File: src/rtl/ibex_rf_bank_sched_if.sv
// ibex_rf_bank_sched_if
//   Request/grant/rvalid bus between the register-file access scheduler and
//   the slow single-ported register bank.
//   master : scheduler side (drives request, write flag, address, write data)
//   slave  : bank side (drives grant, read-valid, read data)
//   Only one transaction is ever outstanding: a read is granted first and
//   its data returns on bank_rvalid_i at least one cycle after the grant.
interface ibex_rf_bank_sched_if #(
  parameter int unsigned DataWidth = 32
);
  logic                 bank_req_o;
  logic                 bank_we_o;
  logic [4:0]           bank_addr_o;
  logic [DataWidth-1:0] bank_wdata_o;
  logic                 bank_gnt_i;
  logic                 bank_rvalid_i;
  logic [DataWidth-1:0] bank_rdata_i;

  modport master (
    output bank_req_o, bank_we_o, bank_addr_o, bank_wdata_o,
    input  bank_gnt_i, bank_rvalid_i, bank_rdata_i
  );

  modport slave (
    input  bank_req_o, bank_we_o, bank_addr_o, bank_wdata_o,
    output bank_gnt_i, bank_rvalid_i, bank_rdata_i
  );
endinterface

File: src/rtl/ibex_rf_bank_sched.sv
// ibex_rf_bank_sched
//   Access scheduler for the two-level register file. x[FastLo..FastHi] live
//   in a fast multi-ported bank and are served in the same cycle; all other
//   non-zero registers live in a slow single-ported bank reached through
//   ibex_rf_bank_sched_if. Slow work for one bundle runs in the fixed order
//   WRITE, READ_A, READ_B while stall_o holds the ID stage; the DONE cycle
//   then presents the final operands.
//
//   Ports
//     clk_i, rst_ni                 clock, asynchronous active-low reset
//     acc_valid_i                   bundle valid (held stable while stalled)
//     raddr_a_i, raddr_b_i          read addresses
//     waddr_i, wdata_i, we_i        write port
//     stall_o                       slow access pending, ID must hold
//     rdata_a_o, rdata_b_o          final operands (acc_valid_i & !stall_o)
//     fast_we_o                     fast-bank write strobe
//     fast_rdata_a_i/_b_i           fast-bank read data
//     bank                          slow-bank bus (master modport)
//     perf_stall_cnt_o              cycles with stall_o=1
//     perf_access_cnt_o             slow-bank grants
//
//   Build option: RF_BANK_SCHED_PERF_EN builds the two saturating
//   performance counters; without it both outputs are tied to zero.

// Address classifier, one instance per register address of the bundle.
module ibex_rf_bank_sched_cls #(
  parameter bit          RV32E  = 1'b0,
  parameter int unsigned FastLo = 12,
  parameter int unsigned FastHi = 15
) (
  input  logic [4:0] addr_i,
  output logic       zero_o,
  output logic       fast_o
);
  localparam logic [4:0] Lo = 5'(FastLo);
  localparam logic [4:0] Hi = 5'(FastHi);

  // In RV32E mode x16..x31 do not exist and behave like x0.
  assign zero_o = (addr_i == 5'd0) | (RV32E & addr_i[4]);
  assign fast_o = ~zero_o & (addr_i >= Lo) & (addr_i <= Hi);
endmodule

module ibex_rf_bank_sched #(
  parameter int unsigned DataWidth = 32,
  parameter bit          RV32E     = 1'b0,
  parameter int unsigned FastLo    = 12,
  parameter int unsigned FastHi    = 15
) (
  input  logic                 clk_i,
  input  logic                 rst_ni,
  input  logic                 acc_valid_i,
  input  logic [4:0]           raddr_a_i,
  input  logic [4:0]           raddr_b_i,
  input  logic [4:0]           waddr_i,
  input  logic [DataWidth-1:0] wdata_i,
  input  logic                 we_i,
  output logic                 stall_o,
  output logic [DataWidth-1:0] rdata_a_o,
  output logic [DataWidth-1:0] rdata_b_o,
  output logic                 fast_we_o,
  input  logic [DataWidth-1:0] fast_rdata_a_i,
  input  logic [DataWidth-1:0] fast_rdata_b_i,
  ibex_rf_bank_sched_if.master bank,
  output logic [31:0]          perf_stall_cnt_o,
  output logic [31:0]          perf_access_cnt_o
);
  // Read ports are lanes 0..NumPorts-1; lane NumPorts is the write address.
  localparam int unsigned NumPorts = 2;
  localparam int unsigned WIdx     = NumPorts;

  typedef enum logic [2:0] {
    S_IDLE, S_WR, S_RA, S_RA_W, S_RB, S_RB_W, S_DONE
  } state_e;

  state_e state_q, state_d, cur_st, first_st, after_w, after_a;

  logic [NumPorts:0][4:0]             addr;
  logic [NumPorts:0]                  is_zero, is_fast, is_slow;
  logic [NumPorts-1:0]                fwd;
  logic [NumPorts-1:0][DataWidth-1:0] fast_rdata, rdata, cap_q;
  logic                               need_w, need_a, need_b, share;
  logic                               req_c, we_c, stall_c;
  logic [4:0]                         addr_c;

  assign addr       = {waddr_i, raddr_b_i, raddr_a_i};
  assign fast_rdata = {fast_rdata_b_i, fast_rdata_a_i};

  for (genvar g = 0; g <= NumPorts; g++) begin : g_cls
    ibex_rf_bank_sched_cls #(
      .RV32E (RV32E),
      .FastLo(FastLo),
      .FastHi(FastHi)
    ) u_cls (
      .addr_i(addr[g]),
      .zero_o(is_zero[g]),
      .fast_o(is_fast[g])
    );
    assign is_slow[g] = ~is_zero[g] & ~is_fast[g];
  end

  // Operand mux per read port: zero, then forwarded write data, then fast
  // bank, then the value captured from the slow bank.
  for (genvar g = 0; g < NumPorts; g++) begin : g_rport
    assign fwd[g]   = we_i & ~is_zero[WIdx] & (addr[g] == waddr_i);
    assign rdata[g] = is_zero[g] ? '0 :
                      fwd[g]     ? wdata_i :
                      is_fast[g] ? fast_rdata[g] : cap_q[g];
  end

  assign rdata_a_o = rdata[0];
  assign rdata_b_o = rdata[1];

  // Slow work of the current bundle. Identical slow reads share one access.
  assign need_w = we_i & is_slow[WIdx];
  assign need_a = is_slow[0] & ~fwd[0];
  assign share  = need_a & (raddr_a_i == raddr_b_i);
  assign need_b = is_slow[1] & ~fwd[1] & ~share;

  // IDLE issues the first slow op combinationally in the same cycle the
  // bundle arrives, so cur_st is the state whose request is on the bus now.
  always_comb begin
    first_st = S_IDLE;
    if (need_b) first_st = S_RB;
    if (need_a) first_st = S_RA;
    if (need_w) first_st = S_WR;
    after_w = need_a ? S_RA : (need_b ? S_RB : S_DONE);
    after_a = need_b ? S_RB : S_DONE;
    cur_st  = (state_q == S_IDLE && acc_valid_i) ? first_st : state_q;
  end

  always_comb begin
    state_d = cur_st;
    req_c   = 1'b0;
    we_c    = 1'b0;
    addr_c  = '0;
    unique case (cur_st)
      S_WR: begin
        req_c  = 1'b1;
        we_c   = 1'b1;
        addr_c = waddr_i;
        if (bank.bank_gnt_i) state_d = after_w;
      end
      S_RA: begin
        req_c  = 1'b1;
        addr_c = raddr_a_i;
        if (bank.bank_gnt_i) state_d = S_RA_W;
      end
      S_RA_W: if (bank.bank_rvalid_i) state_d = after_a;
      S_RB: begin
        req_c  = 1'b1;
        addr_c = raddr_b_i;
        if (bank.bank_gnt_i) state_d = S_RB_W;
      end
      S_RB_W: if (bank.bank_rvalid_i) state_d = S_DONE;
      default: state_d = S_IDLE;   // S_IDLE with nothing slow, and S_DONE
    endcase
  end

  assign stall_c = (cur_st != S_IDLE) && (cur_st != S_DONE);

  always_ff @(posedge clk_i or negedge rst_ni) begin
    if (!rst_ni) state_q <= S_IDLE;
    else         state_q <= state_d;
  end

  // Read data is taken only in the matching wait state; a stray rvalid
  // anywhere else is ignored.
  always_ff @(posedge clk_i or negedge rst_ni) begin
    if (!rst_ni) begin
      cap_q <= '0;
    end else if (bank.bank_rvalid_i) begin
      if (state_q == S_RA_W) begin
        cap_q[0] <= bank.bank_rdata_i;
        if (share) cap_q[1] <= bank.bank_rdata_i;
      end else if (state_q == S_RB_W) begin
        cap_q[1] <= bank.bank_rdata_i;
      end
    end
  end

  // The request path is combinational from the held bundle, so outputs are
  // qualified with rst_ni: a reset pulls request and stall low at once even
  // while acc_valid_i is still asserted.
  assign stall_o           = rst_ni & stall_c;
  assign bank.bank_req_o   = rst_ni & req_c;
  assign bank.bank_we_o    = rst_ni & req_c & we_c;
  assign bank.bank_addr_o  = (rst_ni & req_c) ? addr_c : '0;
  assign bank.bank_wdata_o = (rst_ni & req_c & we_c) ? wdata_i : '0;
  assign fast_we_o         = rst_ni & acc_valid_i & we_i & is_fast[WIdx] &
                             (state_q == S_IDLE);

`ifdef RF_BANK_SCHED_PERF_EN
  logic [31:0] stall_cnt_q, access_cnt_q;

  always_ff @(posedge clk_i or negedge rst_ni) begin
    if (!rst_ni) begin
      stall_cnt_q  <= '0;
      access_cnt_q <= '0;
    end else begin
      if (stall_c && stall_cnt_q != '1) stall_cnt_q <= stall_cnt_q + 32'd1;
      if (req_c && bank.bank_gnt_i && access_cnt_q != '1)
        access_cnt_q <= access_cnt_q + 32'd1;
    end
  end

  assign perf_stall_cnt_o  = stall_cnt_q;
  assign perf_access_cnt_o = access_cnt_q;
`else
  assign perf_stall_cnt_o  = '0;
  assign perf_access_cnt_o = '0;
`endif
endmodule

File: src/flat_wrapper.sv
// flat-port wrapper written by rule: the top's interface ports become plain ports
module ibex_rf_bank_sched_flat 
#(
  parameter int unsigned DataWidth = 32,
  parameter bit          RV32E     = 1'b0,
  parameter int unsigned FastLo    = 12,
  parameter int unsigned FastHi    = 15
)
  (clk_i, rst_ni, acc_valid_i, raddr_a_i, raddr_b_i, waddr_i, wdata_i, we_i, stall_o, rdata_a_o, rdata_b_o, fast_we_o, fast_rdata_a_i, fast_rdata_b_i, perf_stall_cnt_o, perf_access_cnt_o, bank_bank_req_o, bank_bank_we_o, bank_bank_addr_o, bank_bank_wdata_o, bank_bank_gnt_i, bank_bank_rvalid_i, bank_bank_rdata_i);
  ibex_rf_bank_sched_if #(.DataWidth(DataWidth)) bank_i ();
  input  logic clk_i;
  input  logic rst_ni;
  input  logic acc_valid_i;
  input  logic [4:0] raddr_a_i;
  input  logic [4:0] raddr_b_i;
  input  logic [4:0] waddr_i;
  input  logic [DataWidth-1:0] wdata_i;
  input  logic we_i;
  output logic stall_o;
  output logic [DataWidth-1:0] rdata_a_o;
  output logic [DataWidth-1:0] rdata_b_o;
  output logic fast_we_o;
  input  logic [DataWidth-1:0] fast_rdata_a_i;
  input  logic [DataWidth-1:0] fast_rdata_b_i;
  output logic [31:0] perf_stall_cnt_o;
  output logic [31:0] perf_access_cnt_o;
  output wire logic [$bits(bank_i.bank_req_o)-1:0] bank_bank_req_o;
  output wire logic [$bits(bank_i.bank_we_o)-1:0] bank_bank_we_o;
  output wire logic [$bits(bank_i.bank_addr_o)-1:0] bank_bank_addr_o;
  output wire logic [$bits(bank_i.bank_wdata_o)-1:0] bank_bank_wdata_o;
  input wire logic [$bits(bank_i.bank_gnt_i)-1:0] bank_bank_gnt_i;
  input wire logic [$bits(bank_i.bank_rvalid_i)-1:0] bank_bank_rvalid_i;
  input wire logic [$bits(bank_i.bank_rdata_i)-1:0] bank_bank_rdata_i;
  assign bank_bank_req_o = bank_i.bank_req_o;
  assign bank_bank_we_o = bank_i.bank_we_o;
  assign bank_bank_addr_o = bank_i.bank_addr_o;
  assign bank_bank_wdata_o = bank_i.bank_wdata_o;
  assign bank_i.bank_gnt_i = bank_bank_gnt_i;
  assign bank_i.bank_rvalid_i = bank_bank_rvalid_i;
  assign bank_i.bank_rdata_i = bank_bank_rdata_i;
  ibex_rf_bank_sched #(.DataWidth(DataWidth), .RV32E(RV32E), .FastLo(FastLo), .FastHi(FastHi)) u_core (.clk_i(clk_i), .rst_ni(rst_ni), .acc_valid_i(acc_valid_i), .raddr_a_i(raddr_a_i), .raddr_b_i(raddr_b_i), .waddr_i(waddr_i), .wdata_i(wdata_i), .we_i(we_i), .stall_o(stall_o), .rdata_a_o(rdata_a_o), .rdata_b_o(rdata_b_o), .fast_we_o(fast_we_o), .fast_rdata_a_i(fast_rdata_a_i), .fast_rdata_b_i(fast_rdata_b_i), .bank(bank_i), .perf_stall_cnt_o(perf_stall_cnt_o), .perf_access_cnt_o(perf_access_cnt_o));
endmodule
File: config.mk
export PLATFORM = sky130hd
export DESIGN_NAME = ibex_rf_bank_sched_flat
export DESIGN_NICKNAME = d
export VERILOG_FILES = /design/src/rtl/ibex_rf_bank_sched_if.sv /design/src/rtl/ibex_rf_bank_sched.sv /design/src/flat_wrapper.sv
export SDC_FILE = /design/constraint.sdc
export NUM_CORES = 1
export LEC_CHECK = 0
export CAP_MARGIN = 20
export CORE_MARGIN = 8
export CORE_UTILIZATION = 35
export DETAILED_ROUTE_END_ITERATION = 7
export GPL_TIMING_DRIVEN = 0
export PLACE_DENSITY = 0.73
export SYNTH_ARGS = -nofsm -noshare
export SYNTH_HDL_FRONTEND = slang
export SYNTH_SLANG_ARGS = --single-unit
File: constraint.sdc
create_clock -name clk_i -period 3.9 [get_ports clk_i]
set_input_delay 0.78 -clock clk_i [delete_from_list [all_inputs] [get_ports clk_i]]
set_output_delay 0.78 -clock clk_i [all_outputs]
set_load 0.02 [all_outputs]
**Word-level counts from Yosys, hierarchy flattened**

Index checks and enable logic that the tools add are counted.

- Order comparisons: 6
- Eq/ne operators: 12
- Mux-type cells: 26
- Bitwise gates (word level): 33
- Reduce and logical (&&, ||, !) cells: 11

Operator list:

| cell | count |
|---|---|
| $mux 32 | 10 |
| $mux 3 | 10 |
| $and 1x1->1 | 24 |
| $eq 5x5->1 | 3 |
| $ge 5x4->1 const B | 3 |
| $le 5x4->1 const B | 3 |
| $logic_not 5->1 | 3 |
| $pmux 3 s5 | 1 |
| $pmux 5 s3 | 1 |
| $eq 3x2->1 const B | 3 |
| $eq 3x3->1 const B | 3 |
| $not 1->1 | 9 |
| $mux 5 | 1 |
| $eq 3x1->1 const B | 1 |
| $logic_not 3->1 | 1 |
| $ne 3x3->1 const B | 1 |
| $reduce_and 3->1 | 1 |
| $reduce_bool 3->1 | 1 |
| $reduce_or 3->1 | 1 |
| $logic_and 1x1->1 | 2 |
| $mux 1 | 2 |
| $mux 2 | 1 |
| $ne 2x1->1 const B | 1 |
| $reduce_and 2->1 | 1 |
| $reduce_bool 2->1 | 1 |

- Register bits: 67
- Input port bits: 149
- Output and inout bits: 169
- Logic and storage cells: 91

**Depth between registers and ports, before layout**

- Depth after elaboration: 20
- Mapped depth: 8
- Mapped depth without buffers: 6

**Hierarchy**

A second synthesis with hierarchy kept.

- Cells, all modules: 564
- Area, all modules: 5520.3 um^2

By module, submodules not included:

| module | instances | cells each | area an instance (um^2) | sequential area each (um^2) |
|---|---|---|---|---|
| ibex_rf_bank_sched | 1 | 552 | 5464.0 | 1676.6 |
| ibex_rf_bank_sched_cls | 3 | 4 | 18.8 | 0.0 |

**Worst setup path before layout**

Ideal clock, no wire load.

- Kind: input -> output
- From: input port waddr_i[1]
- To: output port bank_bank_addr_o[0]
- Arrival time: 2.829 ns
- Data required time: 3.120 ns
- Slack: 0.291 ns
- Stages on the path: 6
- Buffers on the path: 0
- Cell sequence: or4_4 o2111a_1 a21o_1 a2111oi_2 a222oi_1 nor2_1

- Cells in the longest elaborated chain, start to end: 18
- Elaborated cells between the ends (all ways): 33
- Those cells by class: 2 x order compare; 5 x eq/ne; 7 x mux; 17 x bitwise; 2 x reduce/logical

RTL lines:

| item | RTL line | source |
|---|---|---|
| start: declaration | flat_wrapper.sv:16 | `input logic [4:0] waddr_i;` |
| $logic_not 5->1 | ibex_rf_bank_sched.sv:39 | `assign zero_o = (addr_i == 5'd0) \| (RV32E & addr_i[4]);` |
| $not 1->1 | ibex_rf_bank_sched.sv:40, ibex_rf_bank_sched.sv:98, ibex_rf_bank_sched.sv:104 |  |
| $and 1x1->1 (2 in series) | ibex_rf_bank_sched.sv:104 | `assign fwd[g] = we_i & ~is_zero[WIdx] & (addr[g] == waddr_i);` |
| $not 1->1 | ibex_rf_bank_sched.sv:115 | `assign need_a = is_slow[0] & ~fwd[0];` |
| $and 1x1->1 | ibex_rf_bank_sched.sv:115 |  |
| $and 1x1->1 | ibex_rf_bank_sched.sv:116 | `assign share = need_a & (raddr_a_i == raddr_b_i);` |
| $not 1->1 | ibex_rf_bank_sched.sv:117 | `assign need_b = is_slow[1] & ~fwd[1] & ~share;` |
| $and 1x1->1 | ibex_rf_bank_sched.sv:117 |  |
| $mux 3 | ibex_rf_bank_sched.sv:123 | `if (need_b) first_st = S_RB;` |
| $mux 3 | ibex_rf_bank_sched.sv:124 | `if (need_a) first_st = S_RA;` |
| $mux 3 * | ibex_rf_bank_sched.sv:125 | `if (need_w) first_st = S_WR;` |
| $mux 3 * | ibex_rf_bank_sched.sv:128 | `cur_st = (state_q == S_IDLE && acc_valid_i) ? first_st : state_q;` |
| $eq 3x1->1 (tied with other cells) | ibex_rf_bank_sched.sv:136 | `unique case (cur_st)` |
| $reduce_or 3->1 (no line) | n/a |  |
| $mux 1 | ibex_rf_bank_sched.sv:136 |  |
| $and 1x1->1 | ibex_rf_bank_sched.sv:187 | `assign bank.bank_addr_o = (rst_ni & req_c) ? addr_c : '0;` |
| $mux 5 * | ibex_rf_bank_sched.sv:187 |  |
| end: declaration | flat_wrapper.sv:29 | `output wire logic [$bits(bank_i.bank_addr_o)-1:0] bank_bank_addr_o;` |

Mark *: on every way between the ends. The rest lies on a longest branch, timed or not.

**Worst setup path in the final report**

- From: input port raddr_b_i[0]
- To: output port bank_bank_addr_o[2]

- Cells in the longest elaborated chain, start to end: 17
- Elaborated cells between the ends (all ways): 28
- Those cells by class: 2 x order compare; 5 x eq/ne; 7 x mux; 12 x bitwise; 2 x reduce/logical

RTL lines:

| item | RTL line | source |
|---|---|---|
| start: declaration | flat_wrapper.sv:15 | `input logic [4:0] raddr_b_i;` |
| branches (longest 7 deep; another with $ge 5x4->1) | n/a |  |
| $and 1x1->1 * | ibex_rf_bank_sched.sv:117 |  |
| $mux 3 * | ibex_rf_bank_sched.sv:123 |  |
| $mux 3 * | ibex_rf_bank_sched.sv:124 |  |
| $mux 3 * | ibex_rf_bank_sched.sv:125 |  |
| $mux 3 * | ibex_rf_bank_sched.sv:128 |  |
| $eq 3x1->1 (tied with other cells) | ibex_rf_bank_sched.sv:136 |  |
| $reduce_or 3->1 (no line) | n/a |  |
| $mux 1 | ibex_rf_bank_sched.sv:136 |  |
| $and 1x1->1 | ibex_rf_bank_sched.sv:187 |  |
| $mux 5 * | ibex_rf_bank_sched.sv:187 |  |

Mark *: on every way between the ends.

==> reports/qor.csv <==
stage;metric;value;unit
logic_synthesis;synth_seq_cells;67;
clock_network;cts_tree;yes;
logic_synthesis;synth.area.top_cells;dfrtp_1, mux2i_1, a211oi_1;
layout;n_antenna_cell;0;
routing;first_iter_violations;220;
routing;antenna_left;0;
clock_network;clkTransAtPathRegs;0.05;ns
logic_synthesis;synthCells;563;
clock_network;cts_max_level;3;
floorplan;io_pins;318;
logic_synthesis;synth_edf_count;0;
layout;nets;1055;
setup_path;cp_max_fo;6;
global_routing;grtUsageTotal;21.8;%
global_routing;first_global_vias;5723;
routing;vias_per_cell;4.86;
setup_path;rr_worst_depth;5;
logic_synthesis;synth_area;0.00546;mm^2
global_routing;grt_pass1_wl;33600;um
sta;slew_viol_final;0;
logic_synthesis;avgSynthCellArea;9.69;um^2
floorplan;die_area;0.0198;mm^2
setup_path;crit_arrival;3.05;ns
logic_synthesis;yosysSeqAreaShare;30.7;%
routing;vias;5345;
floorplan;rows;45;
floorplan;dieWidth;141;um
power;p_leak;4.59;nW
power;power_per_cell_area;526;mW/mm^2
clock_network;clock_path_buffers;2;
clock_network;hold_buffers;0;
placed_design;hpwlAfterDp;16800;um
outcome;run_status;complete, no violations;
sta;max_freq;261;MHz
clock_network;cts_buffers;9;
sta;holdWs;0.248;ns
routing;wirelength;22000;um
power;p_total;0.00469;W
setup_path;critPathRequiredTime;3.12;ns
logic_synthesis;async_flop_share;100;%
logic_synthesis;synth_cell_type_count;47;
layout;syn_to_final_growth;63.6;%
power;irDropWorstVdd;263;uV
sta;finalCriticalPeriod;3.83;ns
logic_synthesis;synth_most_common_cell;nor2_1;
clock_network;cts_sinks;67;
worst_hold_path;hp-class;in -> async;
logic_synthesis;synth_ff_type;dfrtp_1;
logic_synthesis;ys_top_cells_by_count;nor2_1, dfrtp_1, a211oi_1, mux2i_1, buf_4;
floorplan;die_y;141;um
routing;firstDrtPassIters;5;
setup_path;worstSetupEndpointType;output pin;
sta;finalSetupViolCount;0;
logic_synthesis;synth.top_cell.area_share;30.7;%
setup_path;r2r_start;u_core.state_q[2]$_DFF_PN0_;
routing;post_drt_wl_per_cell;20.0;um
logic_synthesis;synth-warning-count;0;
sta;relSlewSlack;46.7;%
job;maxCapViolCount;0;
floorplan;core-area;0.0152;mm^2
placed_design;numPortBuffers;251;
sta;finClkSkew;0.00573;ns
floorplan;start_util;35.9;%
clock_network;clk_latency;0.33;ns
setup_path;timing.rr.end;u_core.cap_q[25]$_DFFE_PN0P_;
global_routing;grt_overflow;0;
sta;finalCritPeriodShare;98.2;%
logic_synthesis;yosysTopAreaCell;dfrtp_1;
setup_path;critical_path.startpoint_type;input pin;
setup_path;crit_type;in -> out;
global_routing;grt_max_degree;69;
setup_path;r2r_setup_slack;1.20;ns
sta;tightest_slew;0.800;ns
global_routing;antenna_found_initial;0;
placed_design;gp_congestion;0.839;
sta;hold_viol;0;
layout;drive_gt1_share;27.2;%
routing;drc;0;
clock_network;ctsRootBufferMaster;clkbuf_16;
## report_power, final
group          leakage, nW  total [W]  internal [W]  switching, W
clock                0.143   0.000806      0.000496      0.000310
combinational         3.61    0.00265       0.00131       0.00134
sequential           0.834    0.00124       0.00103      0.000209
## flip-flops by register name, indices dropped and copies added, names as in the netlist
| signal | cells |
|---|---|
| u_core.state_q | 3 |
| u_core.cap_q | 64 |
## through the flow
step                      utilization [%]  TNS [ns]  cells  cell area, um^2  setup slack [ns]
after detailed placement             55.7    -92.83   1066             8460             -1.31
after global placement               55.5   -194.40   1065             8440             -2.52
after CTS                            58.5         0   1094             8900           0.00226
after global routing                 58.7   -0.0609   1099             8930           -0.0289
after floorplan                         -         0    626             5690             0.291
final                                58.7         0   1099             8930            0.0721
## cell usage in the layout (no fill, tap or decap), types with 3 or more instances in the layout
cell type / instances
clkdlybuf4s50_1: 135
mux2_2: 35
dfrtp_1: 67
and2_1: 33
a211oi_1: 64
or2_2: 3
nand4_1: 4
clkbuf_4: 12
clkbuf_2: 15
nand3_1: 3
a21oi_1: 4
xnor2_1: 5
dlygate4sd2_1: 82
buf_6: 3
nor2_1: 76
clkbuf_1: 11
o21a_1: 3
buf_4: 87
dlymetal6s2s_1: 3
clkdlybuf4s15_2: 7
mux2_4: 30
or4_4: 3
mux2i_1: 65
xor2_1: 10
inv_1: 4
a222oi_1: 5
buf_2: 13
nand2_1: 4
conb_1: 64
clkbuf_16: 9
## per-layer routing
metal / wire length [um] / global-route usage [%]
met2: 10600 / 37.1
met3: 1950 / 8.34
met5: 0 / 0
met4: 380 / 5.60
met1: 9000 / 25.3
## what timing repair did
| item | in CTS | in global routing |
|---|---|---|
| hold endpoints to repair | 0 | 0 |
| setup endpoints to repair | 104 | 79 |
| setup buffers | 12 | 5 |
| gates resized for setup | 256 | 20 |
| pin swaps | 9 | 8 |
## how the worst max path moves through the flow
| stage | startpoint | to | slack (ns) | cells past startpoint |
|---|---|---|---|---|
| 3_3_place_gp | rst_ni | bank_bank_wdata_o[19] | -2.52 | 5 |
| 4_1_cts | raddr_b_i[4] | rdata_b_o[8] | 0.002 | 9 |
| 5_1_grt | raddr_b_i[0] | bank_bank_addr_o[4] | -0.03 | 9 |
| 6_report | raddr_b_i[0] | bank_bank_addr_o[2] | 0.07 | 9 |
| 3_5_place_dp | waddr_i[1] | rdata_b_o[16] | -1.31 | 8 |
| 2_1_floorplan | waddr_i[1] | bank_bank_addr_o[0] | 0.29 | 6 |
## logic make-up after synthesis
family                 synth area share [%]
XOR/XNOR                               2.41
AO/OA/AOI/OAI                          14.8
multiplexers                           27.4
flip-flops                             30.7
other                                0.0687
AND/OR/NAND/NOR                        12.3
buffers and inverters                  12.2
## layout make-up
type | count | area (um^2)
Fill cell | 1417 | 6280
Multi-Input combinational cell | 451 | 3490
Timing Repair Buffer | 269 | 2490
Sequential cell | 67 | 1680
Buffer | 104 | 728
Tap cell | 188 | 235
Clock buffer | 10 | 229
Clock inverter | 6 | 65.1
Inverter | 4 | 15.0
## critical path, cell delays in order
cell	delay [ns]
dlygate4sd2_1	0.29
or4_4	0.57
a21o_1	0.23
and3_2	0.25
a2111oi_4	0.33
buf_4	0.20
a222oi_1	0.07
nor2_1	0.16
buf_4	0.17
No activity file was read; power rests on OpenSTA's default activity.
